<file path="config.mk">
export PLATFORM = sky130hd
export DESIGN_NAME = if_id
export DESIGN_NICKNAME = d
export VERILOG_FILES = /design/src/rtl/pipeline_pkg.sv /design/src/rtl/if_id_hazard_detect.sv /design/src/rtl/if_id.sv
export SDC_FILE = /design/constraint.sdc
export NUM_CORES = 1
export LEC_CHECK = 0
export ABC_AREA = 1
export CAP_MARGIN = 10
export CORE_UTILIZATION = 51
export CTS_CLUSTER_SIZE = 24
export DETAILED_ROUTE_END_ITERATION = 7
export PLACE_DENSITY = 0.92
export REMOVE_ABC_BUFFERS = 1
export SYNTH_ARGS = -nofsm -noshare
export SYNTH_HDL_FRONTEND = slang
export SYNTH_HIERARCHICAL = 1
export SYNTH_SLANG_ARGS = --single-unit
</file>
<file path="constraint.sdc">
create_clock -name clk -period 4.5 [get_ports clk]
set_clock_uncertainty 0.1 [all_clocks]
set_input_delay 0.45 -clock clk [delete_from_list [all_inputs] [get_ports clk]]
set_output_delay 0.45 -clock clk [all_outputs]
set_load 0.05 [all_outputs]
</file>
<file path="src/rtl/pipeline_pkg.sv">
// Shared pipeline constants: instruction field positions, the nop encoding
// and the saturating counter helper used by the fetch/decode boundary.
package pipeline_pkg;

    localparam logic [31:0] NOP_INSTR        = 32'h0000_0000;
    localparam logic [31:0] DEFAULT_RESET_PC = 32'h0000_0000;
    localparam logic [4:0]  REG_ZERO         = 5'd0;

    localparam int RS_MSB = 25;
    localparam int RS_LSB = 21;
    localparam int RT_MSB = 20;
    localparam int RT_LSB = 16;

    localparam logic [15:0] CNT_MAX = 16'hFFFF;

    function automatic logic [15:0] sat_inc(input logic [15:0] value);
        return (value == CNT_MAX) ? value : value + 16'd1;
    endfunction

endpackage

</file>
<file path="src/rtl/if_id_hazard_detect.sv">
// Load-use hazard comparison for the instruction sitting in ID; purely
// combinational. The rt field is compared for every opcode, which is safe.
module hazard_detect
    import pipeline_pkg::*;
(
    input  logic       ex_mem_read,
    input  logic [4:0] ex_rt,
    input  logic       id_valid,
    input  logic [4:0] id_rs,
    input  logic [4:0] id_rt,
    output logic       raw_hazard
);

    assign raw_hazard = ex_mem_read & id_valid & (ex_rt != REG_ZERO) &
                        ((ex_rt == id_rs) | (ex_rt == id_rt));

endmodule

</file>
<file path="src/rtl/if_id.sv">
// Fetch PC register and IF/ID pipeline register with load-use stall,
// branch-redirect flush and saturating stall/flush event counters.
module if_id
    import pipeline_pkg::*;
#(
    parameter logic [31:0] RESET_PC = DEFAULT_RESET_PC
)
(
    input  logic        clk,
    input  logic        rst,
    input  logic [31:0] IF_Instr,
    input  logic        EX_MemRead,
    input  logic [4:0]  EX_Rt,
    input  logic        MEM_PCSrc,
    input  logic [31:0] MEM_BranchTarget,
    output logic [31:0] IF_PC,
    output logic [31:0] ID_PC4,
    output logic [31:0] ID_Order,
    output logic        ID_Valid,
    output logic        ID_Stall,
    output logic [15:0] StallCount,
    output logic [15:0] FlushCount
);

    logic        raw_hazard;
    logic [31:0] pc_reg,    pc_next;
    logic [31:0] order_reg, order_next;
    logic [31:0] pc4_reg,   pc4_next;
    logic        valid_reg, valid_next;
    logic [1:0]  cnt_inc;

    hazard_detect u_hazard_detect (
        .ex_mem_read (EX_MemRead),
        .ex_rt       (EX_Rt),
        .id_valid    (valid_reg),
        .id_rs       (order_reg[RS_MSB:RS_LSB]),
        .id_rt       (order_reg[RT_MSB:RT_LSB]),
        .raw_hazard  (raw_hazard)
    );

    // A redirect flushes ID anyway, so it suppresses the stall.
    assign ID_Stall = raw_hazard & ~MEM_PCSrc;

    always_comb begin
        pc_next    = pc_reg;
        order_next = order_reg;
        pc4_next   = pc4_reg;
        valid_next = valid_reg;
        if (MEM_PCSrc) begin
            pc_next    = MEM_BranchTarget;
            order_next = NOP_INSTR;
            pc4_next   = 32'h0;
            valid_next = 1'b0;
        end else if (!ID_Stall) begin
            pc_next    = pc_reg + 32'd4;
            order_next = IF_Instr;
            pc4_next   = pc_reg + 32'd4;
            valid_next = 1'b1;
        end
    end

    always_ff @(posedge clk or negedge rst) begin
        if (!rst) begin
            pc_reg    <= RESET_PC;
            order_reg <= NOP_INSTR;
            pc4_reg   <= 32'h0;
            valid_reg <= 1'b0;
        end else begin
            pc_reg    <= pc_next;
            order_reg <= order_next;
            pc4_reg   <= pc4_next;
            valid_reg <= valid_next;
        end
    end

    // Counter 0 tracks stall cycles, counter 1 tracks redirect cycles.
    assign cnt_inc = {MEM_PCSrc, ID_Stall};

    genvar gi;
    generate
        for (gi = 0; gi < 2; gi++) begin : g_cnt
            logic [15:0] cnt_reg;
            always_ff @(posedge clk or negedge rst) begin
                if (!rst)
                    cnt_reg <= 16'h0;
                else if (cnt_inc[gi])
                    cnt_reg <= sat_inc(cnt_reg);
            end
        end
    endgenerate

    assign IF_PC      = pc_reg;
    assign ID_PC4     = pc4_reg;
    assign ID_Order   = order_reg;
    assign ID_Valid   = valid_reg;
    assign StallCount = g_cnt[0].cnt_reg;
    assign FlushCount = g_cnt[1].cnt_reg;

endmodule

</file>
# Word-level counts from Yosys, hierarchy flattened
# Cells that the tools add are included.
[word_totals]
input_bits = 73
register_bits = 129
elab_cells = 32
out_inout_bits = 130
[op_classes]
eq_ne = 5
bitwise = 8
n_mux = 7
n_reduce_logical = 3
addsub = 3
[ops]
columns = ["operator", "n"]
rows = [
  ["32-bit two-way mux", 5],
  ["16-bit by 1-bit adder with 16-bit output, second input constant", 2],
  ["32-bit by 3-bit adder with 32-bit output, second input constant", 1],
  ["16-bit equality test, second input constant", 2],
  ["5-bit equality test", 2],
  ["5-bit nonzero test", 1],
  ["1-bit AND", 4],
  ["2-bit AND reduction", 2],
  ["1-bit inverter", 3],
  ["1-bit two-way mux", 2],
  ["2-bit inequality test, second input constant", 1],
  ["1-bit bitwise OR", 1],
]

# Longest topological paths before layout
# Gate-level depths: netlist of the first run.
[logic_depth]
ltp_word = 6
depth_mapped = 13
ltp_nobuf = 12

# By module
# The synthesis of the first run kept the hierarchy.
[modules_own_cells]
columns = ["module", "cells_each", "instances", "area_each_um2", "seq_area_each_um2"]
rows = [
  ["if_id", 813, 1, 6457.4, 3228.1],
  ["hazard_detect", 45, 1, 202.7, 0.0],
]

# Least setup slack after synthesis of the first run
# Ideal clock, no wire load.
[synth_timing]
path_kind = "reg2out"
from = "reg order_reg[20], in the netlist ID_Order[20]"
to = "out ID_Stall"
stages_incl_launch_ff = 11
arrival_time_ns = 1.936
required_time_ns = 3.950
path_buffers = 2
setup_slack_ns = 2.014
path_cell_list = "dfrtp_1 -> inv_1 -> nand2_1 -> nand2_2 -> nor2_2 -> nand3_1 -> a21oi_2 -> inv_2 -> nor2_2 -> buf_2 -> buf_2"
[synth_via]
elab_chain_cells = 4
[synth_rtl]
columns = ["element", "line_no", "source"]
rows = [
  ["start: declaration", "if_id.sv:27", "logic [31:0] order_reg, order_next;"],
  ["start signal: assignment", "if_id.sv:70", "order_reg <= order_next;"],
  ["5-bit equality test", "if_id_hazard_detect.sv:15", "((ex_rt == id_rs) | (ex_rt == id_rt));"],
  ["1-bit bitwise OR", "if_id_hazard_detect.sv:15", ""],
  ["1-bit AND", "if_id_hazard_detect.sv:14", "assign raw_hazard = ex_mem_read & id_valid & (ex_rt != REG_ZERO) &"],
  ["net raw_hazard", "if_id.sv:25", "logic raw_hazard;"],
  ["1-bit AND", "if_id.sv:42", "assign ID_Stall = raw_hazard & ~MEM_PCSrc;"],
  ["end: declaration", "if_id.sv:20", "output logic ID_Stall,"],
]
# The timed path passes the listed nets, and every way through them passes these cells.

# Worst setup path in the final report of the first run
[layout_timing]
from = "in EX_Rt[2]"
to = "out ID_Stall"
[layout_via]
elab_chain_cells = 4
elab_cells_between_ends = 7
classes_between = "eq/ne: 2; bitwise: 4; reduce/logical: 1"
[layout_rtl]
columns = ["element", "line_no", "source"]
rows = [
  ["start: declaration", "if_id.sv:13", "input logic [4:0] EX_Rt,"],
  ["5-bit equality test or 5-bit nonzero test (tied branches)", "if_id_hazard_detect.sv:15, if_id_hazard_detect.sv:14", ""],
  ["1-bit bitwise OR or 1-bit AND (tied branches)", "if_id_hazard_detect.sv:15, if_id_hazard_detect.sv:14", ""],
  ["1-bit AND (*)", "if_id_hazard_detect.sv:14", ""],
  ["net raw_hazard", "if_id.sv:25", ""],
  ["1-bit AND (*)", "if_id.sv:42", ""],
]
# Mark *: on every way through the listed nets, which the timed path passes. The rest lies on a longest branch.

==> reports/results.ini, run 1 <==
[sta]
rsz0062_at_grt=false
setup-tns-final_ns=0
max_freq_mhz=312
tightest_slew_ns=0.888
hold_violations=0
slew_viol_final=0
period_share=0.712
setup_violations=0
timing.slew.headroom=0.408
finalCriticalPeriod_ns=3.20

[clocking]
cts_tree=yes
cts_max_path_buffers=2
h-tree-depth=4
clkSinkCount=129
clkTransAtPathRegs_ns=0.05
cts_hold_buf=0
post_cts_resized=0
clockRootBuffer=clkbuf_16
cts_inserted_buffers=17
clock_latency_ns=0.41
postCtsSetupRepairBufs=0

[logic_synthesis]
synth_top_area_share=0.485
ys_async_sr_fraction=1.00
synth_area_leaders=dfrtp_1, nand2_1, a22o_1, nor2_1, nand3_1
dominantRegCellSynth=dfrtp_1
synthDistinctLibCells=33
synthCells=858
synth_edf_count=0
synth-seq-cells=129
yosysMostFrequentCell=nand2_1
yosys.area.top_type=dfrtp_1
syn_area_um2=6660
synth_common_cells=nand2_1, dfrtp_1, nor2_1
yosys_warnings=6
yosysSeqAreaShare=0.485
syn_area_per_cell_um2=7.76

[grt]
grt_pass1_vias=6257
gr-usage-met2=0.497
met1_usage=0.346
grt_pass1_wl_mm=30.3
grt_max_degree=89
grt-busiest-layer=met2
grtUsageTotal=0.293
grt_use_met3=0.0986
antenna_found_initial=0
overflow=0

[routing]
first_pass_iters=5
wire_per_inst_um=15.6
ant_nets=0
drc=0
via_per_inst=5.19
via_count=6459
first_iter_violations=482
totalWireLength_mm=19.4

[cells_and_area]
final_layout_size_suffix_gt1_frac=0.0774
fin_util=0.741
final_nets=1135
antenna_cells=0
syn_to_final_growth_pct=41.0

[floorplanning]
dieWidth_um=116
initial_utilization=0.526
rows=41
core_area_um2=12700
die_h_um=116
dieArea_um2=13500
pin_count=203

[placement]
place_congestion=0.888
portBuffers=202
dpl.hpwl_mm=13.5

[worst_setup_path]
slowest_delay_ns=0.84
arrival_ns=2.65
crit_path_start_kind=input pin
worstReg2RegEnd=StallCount[0]
rr_startpoint=ID_Order[20]
path_class=input pin to primary output
critPathRequiredTime_ns=3.95
r2r_cells=11
path_cells=clkdlybuf4s50_1 -> inv_2 -> nand2_1 -> nand2_1 -> nor2_2 -> nand3_1 -> a21oi_2 -> inv_2 -> nor2_4 -> clkdlybuf4s50_1
reg2reg_setup_slack_ns=1.71
cp-end-kind=primary output
cp_slowest_cell=clkdlybuf4s50_1
crit_path_max_fanout=4

[job]
max-cap-violations=0

[power_and_ir_drop]
ir_drop_uv=336
leakage_nw=4.34
power.density_nw_per_um2=408

[hold_path]
hold_class=input pin to async pin

[run_status]
status=finished clean

[metal layers]
| metal | up-vias | wire (um) | part of all wire |
|---|---|---|---|
| met5 | - | 0 | 0 |
| met4 | 0 | 314 | 0.016 |
| met3 | 27 | 1880 | 0.097 |
| met2 | 275 | 9600 | 0.50 |
| met1 | 3046 | 7600 | 0.39 |
| li1 | 3111 | - | - |
[where the power goes]
part | switching, mW | total, mW | internal [mW]
registers | 0.135 | 1.41 | 1.28
logic | 0.692 | 1.05 | 0.361
clock network | 0.524 | 1.37 | 0.842
[how the worst max path moves through the flow]
stage | start | endpoint | slack [ns] | depth (start not counted)
floorplan | ID_Order[20] | StallCount[10] | 0.08 | 11
global placement | EX_Rt[2] | StallCount[0] | 1.21 | 12
detailed placement | EX_Rt[2] | StallCount[0] | 1.14 | 12
CTS | EX_Rt[2] | ID_Stall | 1.28 | 10
global route | EX_Rt[0] | ID_Stall | 1.14 | 10
finish | EX_Rt[2] | ID_Stall | 1.30 | 10
[flip-flops by register name, indices dropped and copies added, names as in the netlist]
register	flops
FlushCount	16
ID_Order	32
ID_PC4	32
ID_Valid	1
IF_PC	32
StallCount	16
[cell usage in the layout, fill, tap and decap left out]
cell / count
buf_6: 1
o21ai_0: 24
inv_2: 14
nor2_1: 74
clkbuf_16: 17
buf_4: 4
buf_2: 1
inv_1: 72
nand3_2: 1
ha_1: 3
xnor2_1: 12
nor3b_2: 1
clkbuf_8: 2
a21oi_1: 4
bufinv_16: 2
nand2_2: 6
clkinv_2: 3
clkinvlp_4: 6
nor3_1: 2
o21ai_2: 2
a22o_1: 36
dfrtp_1: 129
a21oi_2: 2
xor2_1: 21
nand3_1: 56
o21ai_1: 6
clkinv_1: 1
nand2_1: 337
nor2_2: 10
o21bai_1: 2
nor3_4: 1
nor2_4: 6
o211ai_1: 3
a31oi_1: 1
nor3_2: 1
clkinv_4: 2
clkdlybuf4s50_1: 200
or2_2: 1
nand4_1: 6
[cell families (layout without fill, tap and decap cells)]
logic type / after synthesis / after routing / synth area share
compound gates: 80 / 80 / 0.0847
xor+xnor: 33 / 33 / 0.0434
fa+ha+maj: 3 / 3 / 0.00564
buf+inv: 111 / 325 / 0.0691
flops: 129 / 129 / 0.485
simple gates: 502 / 502 / 0.312
[metrics by stage]
step	worst slack, ns	cell area, um2	hold slack, ns	std cells	power (mW)
2_1_floorplan	0.0839	6530	0.0544	834	2.05
3_3_place_gp	1.21	8800	0.356	1212	2.45
3_5_place_dp	1.14	8800	0.365	1212	2.47
4_1_cts	1.28	9390	0.0289	1244	3.85
5_1_grt	1.14	9390	0.0772	1244	3.98
6_report	1.30	9390	0.00446	1244	3.83
[cell type report]
cell class,instances,area (um2)
well taps,172,215
flip-flops and latches,129,3230
inverters,87,327
repair buffers,206,2050
multi-input cells,618,2980
clock buffers,19,453
fillers,895,3280
clock inverters,13,138
[worst max-delay path: cells and delay by family]
kind / cells / cell delay [ns]
buf+inv: 4 / 1.54
simple gates: 5 / 0.40
compound gates: 1 / 0.24
(Power assumes the default switching activity.)
==> run 2, diff against run 1 <==
Settings changed: CORE_UTILIZATION 51 to 48, PLACE_DENSITY 0.92 to 0.88.
Clock period 4.5 ns to 3.1 ns, I/O delays scaled along.
==> run 2 against run 1 <==
Sequential cell count is the same. Final area up 0.45%. Worst hold slack gained 0.30 ns. Total power increased by 44%. Global-route usage decreased by 2.2 points. Die area grew 6.1%. Cell count up 0.64%. Clock power up 42%. Worst setup slack got worse by 0.93 ns. Via count decreased by 1.2%. First-iteration DRC count rose by 12%. Sequential share of layout area decreased by 0.15 points. Largest cell class unchanged. Largest power group unchanged.
==> reports/results.ini, run 2 (same netlist as run 1, synthesis figures left out) <==
[worst_setup_path]
critPathRequiredTime_ns=2.69
slowest_delay_ns=0.53
reg2reg_setup_slack_ns=0.68
path_class=input pin to primary output
r2r_cells=11
crit_family=buffers and inverters
crit_path_start_kind=input pin
crit_path_max_fanout=85
worstReg2RegEnd=StallCount[0]
worst-path-buf-inv=5
path_cells=clkdlybuf4s50_1 -> inv_1 -> nand2_1 -> nand2_1 -> nor2_1 -> nand3_1 -> a21oi_2 -> inv_2 -> nor2_4 -> buf_12 -> buf_12
rr_startpoint=ID_Order[17]
cp-end-kind=primary output
arrival_ns=2.32
cp_slowest_cell=clkdlybuf4s50_1

[grt]
overflow=0
grt_max_degree=108
grt_pass1_wl_mm=30.4
grt_pass1_vias=6219
grtUsageTotal=0.270
antenna_found_initial=0

[clocking]
cts_inserted_buffers=17
cts_tree=yes
clkSinkCount=129
clock_latency_ns=0.42
clockRootBuffer=clkbuf_16
h-tree-depth=4
postCtsSetupRepairBufs=0
cts_max_path_buffers=2
clkTransAtPathRegs_ns=0.05

[cells_and_area]
mostFrequentLayoutCell=nand2_1
layout_common_cells=nand2_1, clkdlybuf4s50_1, dfrtp_1
syn_to_final_growth_pct=41.7
final_layout_size_suffix_gt1_frac=0.0790
stdcell_count=1252
final_nets=1139
fin_util=0.704
antenna_cells=0

[sta]
period_share=0.881
max_freq_mhz=366
rsz0062_at_grt=false
slew_viol_final=0
tightest_slew_ns=0.980
hold_violations=0
timing.slew.headroom=0.346
finalCriticalPeriod_ns=2.73
setup_violations=0

[routing]
wire_per_inst_um=14.9
first_iter_violations=540
first_pass_iters=5
via_count=6379
via_per_inst=5.10
totalWireLength_mm=18.7
ant_nets=0
drc=0

[power_and_ir_drop]
ir_drop_uv=430
power.density_nw_per_um2=585
leakage_nw=4.37

[floorplanning]
initial_utilization=0.497
rows=42
dieWidth_um=120
pin_count=203
dieArea_um2=14400
core_area_um2=13400
die_h_um=120

[placement]
dpl.cell_count=1219
dpl.hpwl_mm=13.5
place_congestion=0.891
portBuffers=202

[hold_path]
hold_start=MEM_PCSrc
whs_endpoint=IF_PC[1]
min_path_cells=3
hold_class=input pin to register

[job]
max-cap-violations=0

[run_status]
status=finished clean

-- run 2: cell types whose count changed in the layout (fill, tap and decap cells not counted) --
cell / before / now
clkdlybuf4s50_1: 200 / 199
buf_4: 4 / 6
clkinv_2: 3 / 6
clkbuf_1: 0 / 2
dlygate4sd3_1: 0 / 1
clkinv_4: 2 / 0
clkinvlp_4: 6 / 3
buf_12: 0 / 2
-- run 2: metrics by stage --
| stage | instance area (um2) | power [mW] | worst slack [ns] | hold WS [ns] | TNS, ns |
|---|---|---|---|---|---|
| after floorplan | 6530 | 2.98 | -1.32 | -0.0856 | -78.32 |
| after global placement | 8850 | 3.56 | 0.433 | 0.360 | 0 |
| after detailed placement | 8850 | 3.59 | 0.308 | 0.363 | 0 |
| after CTS | 9440 | 5.54 | 0.407 | 0.289 | 0 |
| after global routing | 9440 | 5.74 | 0.250 | 0.314 | 0 |
| final | 9440 | 5.52 | 0.370 | 0.306 | 0 |
-- run 2: report_power, final --
group          internal, mW  total [mW]  leakage, nW  switching [mW]
Sequential             1.85        2.05         1.65           0.194
Clock                  1.21        1.94        0.278           0.721
Combinational         0.528        1.54         2.44            1.01
-- run 2: worst min-delay path, stage by stage --
cell and delay [ns]:
buf_2 0.28, nand2_1 0.14, nand2_1 0.05
-- run 2: how the worst max path moves through the flow --
stage	endpoint	from	cells past startpoint
floorplan	StallCount[10]	ID_Order[20]	11
finish	ID_Stall	EX_Rt[0]	11
detailed placement	StallCount[0]	EX_Rt[2]	12
global route	ID_Stall	ID_Order[17]	10
global placement	StallCount[0]	EX_Rt[2]	12
CTS	ID_Stall	EX_Rt[2]	11
-- run 2: routing by layer --
| metal | vias to the layer above | global-route usage | share of wire |
|---|---|---|---|
| met5 | - | 0 | 0 |
| met4 | 0 | 0.0914 | 0.020 |
| met3 | 31 | 0.0808 | 0.080 |
| met2 | 252 | 0.433 | 0.47 |
| met1 | 2972 | 0.349 | 0.43 |
| li1 | 3124 | - | - |
-- run 2: what timing repair did --
action                    4_1_cts  5_1_grt
hold buffers                    1        0
resized for setup               0        0
hold endpoints to repair      105        0
-- run 2: final cells by class --
cell class / instances / area [um2]
Fill cell: 1064 / 3970
Sequential cell: 129 / 3230
Multi-Input combinational cell: 618 / 2980
Timing Repair Buffer: 210 / 2100
Clock buffer: 21 / 460
Inverter: 87 / 327
Tap cell: 176 / 220
Clock inverter: 11 / 113
